## config.mk

```make
export PLATFORM = sky130hd
export DESIGN_NAME = fft_ctrl
export DESIGN_NICKNAME = d
export VERILOG_FILES = /design/src/rtl/fft_pkg.sv /design/src/rtl/fft_agu.sv /design/src/rtl/fft_ctrl.sv
export SDC_FILE = /design/constraint.sdc
export NUM_CORES = 1
export LEC_CHECK = 0
export CORE_ASPECT_RATIO = 1.1
export CORE_MARGIN = 2
export CORE_UTILIZATION = 27
export CTS_CLUSTER_DIAMETER = 200
export DETAILED_ROUTE_END_ITERATION = 6
export SLEW_MARGIN = 20
export SYNTH_ARGS = -nofsm -noshare
export SYNTH_HDL_FRONTEND = slang
export SYNTH_SLANG_ARGS = --single-unit
```

## constraint.sdc

```tcl
create_clock -name clk -period 5.48 [get_ports clk]
set_clock_uncertainty 0.2 [all_clocks]
set_input_delay 0.822 -clock clk [delete_from_list [all_inputs] [get_ports clk]]
set_output_delay 0.822 -clock clk [all_outputs]
set_load 0.01 [all_outputs]
```

## src/rtl/fft_pkg.sv

```systemverilog
// Shared types and default sizing for the radix-2 DIT FFT sequencer.
package fft_pkg;

  typedef enum logic [1:0] {
    IDLE  = 2'd0,
    RUN   = 2'd1,
    DRAIN = 2'd2,
    FIN   = 2'd3
  } state_t;

  localparam int N_LOG2_DEF = 10;
  localparam int RD_LAT_DEF = 1;

  localparam int N      = 1 << N_LOG2_DEF;
  localparam int HALF   = N / 2;
  localparam int D      = RD_LAT_DEF + 1;
  localparam int ADDR_W = N_LOG2_DEF;
  localparam int TW_W   = N_LOG2_DEF - 1;

  // Bits needed to hold a stage index 0..n_log2-1.
  function automatic int stage_w(input int n_log2);
    return (n_log2 > 1) ? $clog2(n_log2) : 1;
  endfunction

endpackage

```

## src/rtl/fft_agu.sv

```systemverilog
// Butterfly address generator: (stage, butterfly index) -> operand pair and twiddle index.
module fft_agu
  import fft_pkg::*;
#(
  parameter int N_LOG2 = N_LOG2_DEF,
  localparam int SW = stage_w(N_LOG2),
  localparam int AW = N_LOG2,
  localparam int KW = N_LOG2 - 1
) (
  input  logic [SW-1:0] s,
  input  logic [KW-1:0] k,
  output logic [AW-1:0] a0,
  output logic [AW-1:0] a1,
  output logic [KW-1:0] tw
);

  logic [KW-1:0] mask;
  logic [KW-1:0] pos;
  logic [KW-1:0] grp;

  // Split k into position-in-group and group number; at the last stage the
  // mask wraps to all ones, which is exactly the full-width position.
  always_comb begin
    mask = (KW'(1) << s) - KW'(1);
    pos  = k & mask;
    grp  = k >> s;
    a0   = ({1'b0, grp} << s << 1) + {1'b0, pos};
    a1   = a0 + (AW'(1) << s);
    tw   = pos << (SW'(N_LOG2 - 1) - s);
  end

endmodule

```

## src/rtl/fft_ctrl.sv

```systemverilog
// Sequencer for the ping-pong radix-2 butterfly datapath.
//
// state | meaning
// ------+---------------------------------------------------------------
// IDLE  | waiting for start
// RUN   | one butterfly read per cycle, k = 0..N/2-1 of stage s
// DRAIN | D cycles letting the last reads of the stage reach their writes
// FIN   | one-cycle done pulse; a start seen here launches the next run
module fft_ctrl
  import fft_pkg::*;
#(
  parameter int N_LOG2 = N_LOG2_DEF,
  parameter int RD_LAT = RD_LAT_DEF
) (
  input  logic              clk,
  input  logic              rstn,
  input  logic              start,
  output logic              busy,
  output logic              done,
  output logic              result_in_B,
  output logic [N_LOG2-1:0] addr0_AMEM,
  output logic [N_LOG2-1:0] addr1_AMEM,
  output logic [N_LOG2-1:0] addr0_BMEM,
  output logic [N_LOG2-1:0] addr1_BMEM,
  output logic              we_AMEM,
  output logic              we_BMEM,
  output logic [N_LOG2-2:0] addr_CROM,
  output logic              sel_mux,
  output logic              en_REG
);

  localparam int AW = N_LOG2;
  localparam int KW = N_LOG2 - 1;
  localparam int SW = stage_w(N_LOG2);
  localparam int PD = RD_LAT + 1;
  localparam int CW = $clog2(PD);

  localparam logic [SW-1:0] S_LAST    = SW'(N_LOG2 - 1);
  localparam logic [KW-1:0] K_LAST    = '1;
  localparam logic [CW-1:0] C_LOAD    = CW'(PD - 1);
  localparam logic          RES_FINAL = 1'(N_LOG2 % 2);

  state_t        state, state_nxt;
  logic [SW-1:0] s_q, s_nxt;
  logic [KW-1:0] k_q, k_nxt;
  logic [CW-1:0] cnt_q, cnt_nxt;
  logic          res_q, res_nxt;

  logic [AW-1:0] a0, a1;
  logic [KW-1:0] tw;
  logic          rd_vld;

  logic [PD-1:0] vld_pipe, par_pipe;
  logic [AW-1:0] a0_pipe [PD];
  logic [AW-1:0] a1_pipe [PD];
  logic          cap_vld, cap_par, wr_vld, wr_par;

  logic [AW-1:0] hold_a0_amem, hold_a1_amem, hold_a0_bmem, hold_a1_bmem;
  logic [KW-1:0] hold_tw;

  fft_agu #(.N_LOG2(N_LOG2)) u_agu (
    .s  (s_q),
    .k  (k_q),
    .a0 (a0),
    .a1 (a1),
    .tw (tw)
  );

  // State, stage/butterfly counters, drain timer and result flag.
  always_ff @(posedge clk or negedge rstn) begin
    if (!rstn) begin
      state <= IDLE;
      s_q   <= '0;
      k_q   <= '0;
      cnt_q <= '0;
      res_q <= 1'b0;
    end else begin
      state <= state_nxt;
      s_q   <= s_nxt;
      k_q   <= k_nxt;
      cnt_q <= cnt_nxt;
      res_q <= res_nxt;
    end
  end

  // Next-state logic; FIN may accept a held start so back-to-back runs have no gap cycle.
  always_comb begin
    state_nxt = state;
    s_nxt     = s_q;
    k_nxt     = k_q;
    cnt_nxt   = cnt_q;
    res_nxt   = res_q;
    busy      = 1'b0;
    done      = 1'b0;
    unique case (state)
      IDLE: begin
        if (start) begin
          state_nxt = RUN;
          s_nxt     = '0;
          k_nxt     = '0;
          res_nxt   = 1'b0;
        end
      end
      RUN: begin
        busy  = 1'b1;
        k_nxt = k_q + 1'b1;
        if (k_q == K_LAST) begin
          state_nxt = DRAIN;
          cnt_nxt   = C_LOAD;
        end
      end
      DRAIN: begin
        busy    = 1'b1;
        cnt_nxt = cnt_q - 1'b1;
        if (cnt_q == '0) begin
          if (s_q == S_LAST) begin
            state_nxt = FIN;
            res_nxt   = RES_FINAL;
          end else begin
            state_nxt = RUN;
            s_nxt     = s_q + 1'b1;
            k_nxt     = '0;
          end
        end
      end
      FIN: begin
        done = 1'b1;
        if (start) begin
          state_nxt = RUN;
          s_nxt     = '0;
          k_nxt     = '0;
          res_nxt   = 1'b0;
        end else begin
          state_nxt = IDLE;
        end
      end
      default: state_nxt = IDLE;
    endcase
  end

  assign rd_vld      = (state == RUN);
  assign result_in_B = res_q;

  // Delay lines carrying each read's validity, source parity and operand pair to its capture/write slots.
  always_ff @(posedge clk or negedge rstn) begin
    if (!rstn) begin
      vld_pipe <= '0;
      par_pipe <= '0;
      for (int j = 0; j < PD; j++) begin
        a0_pipe[j] <= '0;
        a1_pipe[j] <= '0;
      end
    end else begin
      vld_pipe   <= {vld_pipe[PD-2:0], rd_vld};
      par_pipe   <= {par_pipe[PD-2:0], s_q[0]};
      a0_pipe[0] <= a0;
      a1_pipe[0] <= a1;
      for (int j = 1; j < PD; j++) begin
        a0_pipe[j] <= a0_pipe[j-1];
        a1_pipe[j] <= a1_pipe[j-1];
      end
    end
  end

  assign cap_vld = vld_pipe[RD_LAT-1];
  assign cap_par = par_pipe[RD_LAT-1];
  assign wr_vld  = vld_pipe[PD-1];
  assign wr_par  = par_pipe[PD-1];

  // Memory-side muxing: source gets live addresses, destination gets delayed ones, idle ports hold.
  always_comb begin
    addr0_AMEM = hold_a0_amem;
    addr1_AMEM = hold_a1_amem;
    addr0_BMEM = hold_a0_bmem;
    addr1_BMEM = hold_a1_bmem;
    addr_CROM  = hold_tw;
    we_AMEM    = 1'b0;
    we_BMEM    = 1'b0;
    if (rd_vld) begin
      if (s_q[0]) begin
        addr0_BMEM = a0;
        addr1_BMEM = a1;
      end else begin
        addr0_AMEM = a0;
        addr1_AMEM = a1;
      end
      addr_CROM = tw;
    end
    if (wr_vld) begin
      if (wr_par) begin
        addr0_AMEM = a0_pipe[PD-1];
        addr1_AMEM = a1_pipe[PD-1];
        we_AMEM    = 1'b1;
      end else begin
        addr0_BMEM = a0_pipe[PD-1];
        addr1_BMEM = a1_pipe[PD-1];
        we_BMEM    = 1'b1;
      end
    end
    en_REG  = ~cap_vld;
    sel_mux = cap_vld & cap_par;
  end

  // Remember the last driven addresses so idle ports do not toggle.
  always_ff @(posedge clk or negedge rstn) begin
    if (!rstn) begin
      hold_a0_amem <= '0;
      hold_a1_amem <= '0;
      hold_a0_bmem <= '0;
      hold_a1_bmem <= '0;
      hold_tw      <= '0;
    end else begin
      hold_a0_amem <= addr0_AMEM;
      hold_a1_amem <= addr1_AMEM;
      hold_a0_bmem <= addr0_BMEM;
      hold_a1_bmem <= addr1_BMEM;
      hold_tw      <= addr_CROM;
    end
  end

endmodule

```

# Word level (Yosys, flattened, before mapping)
# Index checks and enable logic that the tools add are counted.
# totals
regBits,110
in_bits,3
out_inout_bits,56
elab_cells,95
# op_classes
add_sub_neg,7
n_eq_ne,11
n_shift,5
muxes,43
bitwise_logic,3
n_reduce_logical,10
# op_table
cell,count
$mux W10,16
$mux W9,4
$pmux W9 S3,1
$shl A9 B4 Y9,2
$mux W4,3
$mux W1,11
$add A10 B10 Y10,1
$add A10 B9 Y10,1
$shl A1 B4 Y10 const A,1
$add A9 B1 Y9 const B,1
$and A9 B9 Y9,1
$eq A9 B9 Y1 const B,1
$shl A1 B4 Y9 const A,1
$shr A9 B4 Y9,1
$sub A9 B2 Y9 const B,1
$mux W2,4
$ne A2 B2 Y1 const B,4
$pmux W2 S4,1
$pmux W4 S2,1
$reduce_and A4 Y1,2
$reduce_and A3 Y1,2
$add A4 B1 Y4 const B,1
$eq A2 B2 Y1 const B,2
$eq A4 B4 Y1 const B,1
11 further kinds,15

# Logic depth before layout (Yosys ltp)
# logic_depth
ltp_word,9
ltp_mapped,26
mapped_depth_nobuf,23

# By module
# From an unflattened synthesis, not the netlist that was laid out.
# unflattened
hier_cells,523
hier_area_um2,5496.5
# by_module_without_submodules
module,instances,cells_each,area_each_um2,seq_area_each_um2
fft_ctrl,1,344,4254.1,2727.6
fft_agu,1,179,1242.4,0.0

# Worst setup path before layout
# No wires, ideal clock.
# synth_path
path_kind,register to output
startpoint,register s_q[1]
endpoint,output port addr1_AMEM[9]
t_arrival_ns,5.052
required_time_ns,4.458
setup_slack_ns,-0.594
path_stages_with_launch,26
n_path_buf,3
path_cell_list,dfrtp_1 buf_2 inv_1 clkbuf_1 ha_1 buf_2 or3b_2 ha_1 a32oi_1 o21a_1 nand2b_1 inv_1 ha_1 a21boi_1 o21ai_0 nand2b_1 a211oi_1 a311oi_1 inv_1 ha_1 a21oi_1 a21oi_1 a21oi_1 o211ai_2 xnor2_2 o21ai_1
# synth_between
elab_chain_len,9
word_cells_on_any_way,12
classes_between,add/sub: 3; shift: 4; mux: 4; bitwise: 1
# synth_lines
item,line_no,rtl
start: declaration,fft_ctrl.sv:44,"logic [SW-1:0] s_q, s_nxt;"
start signal: assignment,fft_ctrl.sv:79,s_q <= s_nxt;
$shl A1 B4 Y9,fft_agu.sv:24,mask = (KW'(1) << s) - KW'(1);
$sub A9 B2 Y9,fft_agu.sv:24,
$and A9 B9 Y9,fft_agu.sv:25,pos = k & mask;
$add A10 B9 Y10 (*),fft_agu.sv:27,"a0 = ({1'b0, grp} << s << 1) + {1'b0, pos};"
via a0[8],fft_ctrl.sv:49,"logic [AW-1:0] a0, a1;"
$add A10 B10 Y10 (*),fft_agu.sv:28,a1 = a0 + (AW'(1) << s);
$mux W10 (*),fft_ctrl.sv:180,if (s_q[0]) begin
$mux W10 (*),fft_ctrl.sv:179,if (rd_vld) begin
$mux W10,fft_ctrl.sv:190,if (wr_par) begin
$mux W10 (*),fft_ctrl.sv:189,if (wr_vld) begin
end: declaration,fft_ctrl.sv:22,"output logic [N_LOG2-1:0] addr1_AMEM,"
# Mark *: on every way through the listed nets, which the timed path passes. The rest lies on a longest branch.

# Final worst setup path
# layout_path
startpoint,register s_q[0]
endpoint,output port addr1_BMEM[9]
# layout_between
elab_chain_len,9
word_cells_on_any_way,12
classes_between,add/sub: 3; shift: 4; mux: 4; bitwise: 1
# layout_lines
item,line_no,rtl
$shl A1 B4 Y9,fft_agu.sv:24,
$sub A9 B2 Y9,fft_agu.sv:24,
$and A9 B9 Y9,fft_agu.sv:25,
$add A10 B9 Y10 (*),fft_agu.sv:27,
via a0[8],fft_ctrl.sv:49,
$add A10 B10 Y10 (*),fft_agu.sv:28,
$mux W10 (*),fft_ctrl.sv:180,
$mux W10 (*),fft_ctrl.sv:179,
$mux W10,fft_ctrl.sv:190,
$mux W10 (*),fft_ctrl.sv:189,
end: declaration,fft_ctrl.sv:24,"output logic [N_LOG2-1:0] addr1_BMEM,"
# Marks and branches as above.

==> results by group <==
Status
  • Status: complete, but fails checks
  • Violated checks: setup timing

Place
  • Port bufs: 57
  • Pre-CTS setup slack: -366 ps
  • DP Wirelength: between 10,000 and 15,000 um
  • Cells after DPL: between 1,000 and 1,500
  • GPL Wtd Cong: between 0.8 and 0.9

Timing
  • Final setup margin: -150 ps
  • Fin Hold WS: around 150 ps
  • Worst slew pin tran: between 800 and 900 ps
  • Final Hold Vio Count: 0
  • Period minus WS final: about 5600 ps
  • Fmax: about 180 MHz
  • Fin crit share: 103%
  • Setup total negative slack: -429 ps
  • Final setup violation count: 8
  • Max Transition Viols Final: 0
  • Unrepaired setup endpoints after global routing: yes
  • Relative slew slack: a little over two fifths

Global routing
  • First-pass GRT wire length: 26,700 um
  • Overall Global Routing Usage: 14.2%
  • Largest net degree at the start of global routing: 66
  • Vias in the first global route: 5,066
  • Total grt overflow: 0
  • Initial antenna violation count: 0

Worst setup path
  • Critical Path Source Type: flop
  • CP endpoint kind: primary output
  • Critical path required time: between 4000 and 5000 ps
  • Kind of critical path: flop to primary output
  • Worst-path maximum fanout: 8
  • Arr. time, crit path: between 4000 and 5000 ps

Yosys
  • Simple-gate share of the synthesized area: 15.8%
  • Ys Warns: 0
  • Synthesized area: about 6000 sq um
  • Synth Area in Compound Gates: about a fifth
  • Largest area contributor in the netlist: dfrtp_1
  • Main combinational cell family by area after synthesis: compound AO/OA/AOI/OAI gates
  • Mean area per synthesized cell: 9.60 sq um
  • Mux cell area share after synthesis: under 10%
  • Synth Area in Adders: 7.09%
  • Post-Synthesis Cells: 627
  • Main synth FF type: dfrtp_1
  • Asr flop ratio synth: 100%
  • Library cells used by synthesis: roughly 80
  • Synth top area share: ~45%
  • Sequential-to-total area share from yosys stat: between 40% and 50%
  • Count of state elements after synthesis: 109
  • Post-Synth XOR/XNOR Area: ~2.5%
  • Synth area leaders: dfrtp_1 45%, ha_1 6.2%, nand2_1 5.6%
  • EDFF count, synth: 0

Layout
  • Finished Layout Cells: around 1,100
  • Layout cells sized above 1: between 20% and 30%
  • Reg area: 2730 sq um
  • Antenna diodes: 0
  • Fillers: 2,248
  • Final net count: around 800
  • Multi-input logic area: 3300 sq um
  • Area growth syn-to-layout: 37.3%

Floorplanning
  • Initial Utilization: between 20% and 30%
  • Rows: between 50 and 60
  • Die Span X: 146 um
  • Die area: 23,500 sq um
  • Die Y: between 150 and 200 um
  • Core area: about 22,000 sq um
  • I/O pins: between 50 and 60

Detailed routing
  • DR DRC count: 0
  • Via count: between 5,000 and 6,000
  • Vias/cell: 4.81
  • Final wirelength: 16,200 um
  • Initial drt markers: ~210
  • WL/cell: approximately 15 um
  • Drt pass-1 iters: 4
  • Antenna Nets Post-Route: 0

Hold path
  • Hold crit path type: flop to flop

Power
  • Worst vdd ir: 0.114 mV
  • Leak pwr: roughly 4.0 nW
  • Total power: 0.00144 W
  • Power Dens Cells: around 170 nW/um^2

Clock tree
  • CTS Hold Bufs: 0
  • CTS sink count: about 110
  • Clock Tree Root: clkbuf_16
  • Htree depth: 3
  • Clock transition at path regs: 70 ps
  • CTS max path bufs: 2
  • CTS tree: done
  • CTS Buf Count: 9
  • Skew-Pair Late Insertion Delay: around 350 ps

Job
  • Max Cap Violations: 0
## stage by stage
step	instance area (sq um)	utilization [%]
finish	8260	37.6
global route	8260	37.6
CTS	8120	37.0
detailed placement	7630	34.7
global placement	7630	34.7
floorplan	6090	-
## where the power goes
group | internal (W) | leakage (nW) | switching [W]
registers | 0.000807 | 1.32 | 0.00000111
clock network | 0.000318 | 0.136 | 0.000287
logic | 0.00000495 | 2.59 | 0.0000186
total | 0.00113 | 4.05 | 0.000307
## area by class of cell
class	count	area share [%]
Clock buffer	11	2.94
Clock inverter	4	0.288
Tap cell	295	4.47
Multi-Input combinational cell	453	40.0
Inverter	33	1.50
Timing Repair Buffer	182	17.8
Sequential cell	109	33.0
## cell usage after synthesis, types with 6 or more instances
cell        n
a21oi_1    26
o21ai_1    11
and2_1      7
nor3_1      6
o21ai_0    50
dfrtp_1   109
mux2i_1    17
clkbuf_1   19
a31oi_1    11
nand3_1    10
nor2b_1    10
xnor2_1    10
nor2_1     43
o31ai_1     8
inv_1      29
a211oi_1    8
ha_1       30
a22oi_1     7
nand2_1    89
a21o_1     11
## timing repair
item / CTS / global route
setup buffers: 19 / 4
gates resized for setup: 79 / 32
endpoints found under the setup margin: 16 / 24
pin swaps: 25 / 21
## worst paths after layout
path                                  start               to  slack (ps)  cells past startpoint
min in group asynchronous              rstn  hold_a1_bmem[2]         350                      1
worst min register to register  a0_pipe[13]       a0_pipe[3]         150                      0
worst max register to register       s_q[0]  hold_a1_bmem[9]         920                     24
worst min-delay path            a0_pipe[13]       a0_pipe[3]         150                      0
worst max-delay path                 s_q[0]    addr1_BMEM[9]        -150                     24
max in group asynchronous              rstn  hold_a0_bmem[8]        3670                      2
## cells by family (layout without fill, tap and decap cells)
family	after synthesis	after routing
AND/OR/NAND/NOR	200	200
AO/OA/AOI/OAI	178	178
flip-flops	109	109
buffers and inverters	66	230
adder cells (fa/ha/maj)	33	33
multiplexers	24	24
XOR/XNOR	16	16
other	1	2
## flip-flops by register name (all words and copies together), names as in the netlist, 4 cells and up
| register | flops |
|---|---|
| a0_pipe | 20 |
| a1_pipe | 20 |
| hold_a0_amem | 10 |
| hold_a0_bmem | 10 |
| hold_a1_amem | 10 |
| hold_a1_bmem | 10 |
| hold_tw | 9 |
| k_q | 9 |
| s_q | 4 |
## routing by layer
metal | vias up | GRT usage (%) | routed length (um)
met3 | 19 | 2.81 | 638
met1 | 2571 | 18.3 | 7260
met4 | 0 | 4.77 | 296
met2 | 109 | 23.8 | 7990
li1 | 2532 | - | -
met5 | - | 0 | 0
## critical path, cell delays in order, from the launching register on
cell and delay (ps):
dfrtp_2 460, buf_6 120, mux4_2 490, mux2i_1 160, nor2_1 80, nand2_1 70
o31ai_1 60, a32oi_1 210, nor3_1 90, ha_1 330, a21oi_2 200, a21boi_4 80
o21ai_2 160, nand2b_4 100, buf_6 130, a311oi_4 220, inv_2 90, ha_4 260
a21oi_2 120, a21oi_1 50, a21oi_1 150, o211ai_2 130, xnor2_2 240, o21ai_2 100
buf_2 140
## placed cells by master (no fill, tap or decap), drive strengths merged, types with 5 or more instances in the layout
cell and count:
and2 7, a21oi 26, nand2b 7, o31ai 9, mux2i 17, inv 32, nor2 43, o21ai 61
a211oi 8, clkdlybuf4s50 37, xor2 5, xnor2 11, nand2 89, clkbuf 13, nor2b 11, buf 136
a31oi 11, dfrtp 109, clkinv 5, a22oi 8, nand3 10, dlymetal6s2s 5, a21o 11, nor3 6
ha 30, o21a 5
Power figures use the tool's default switching activity.
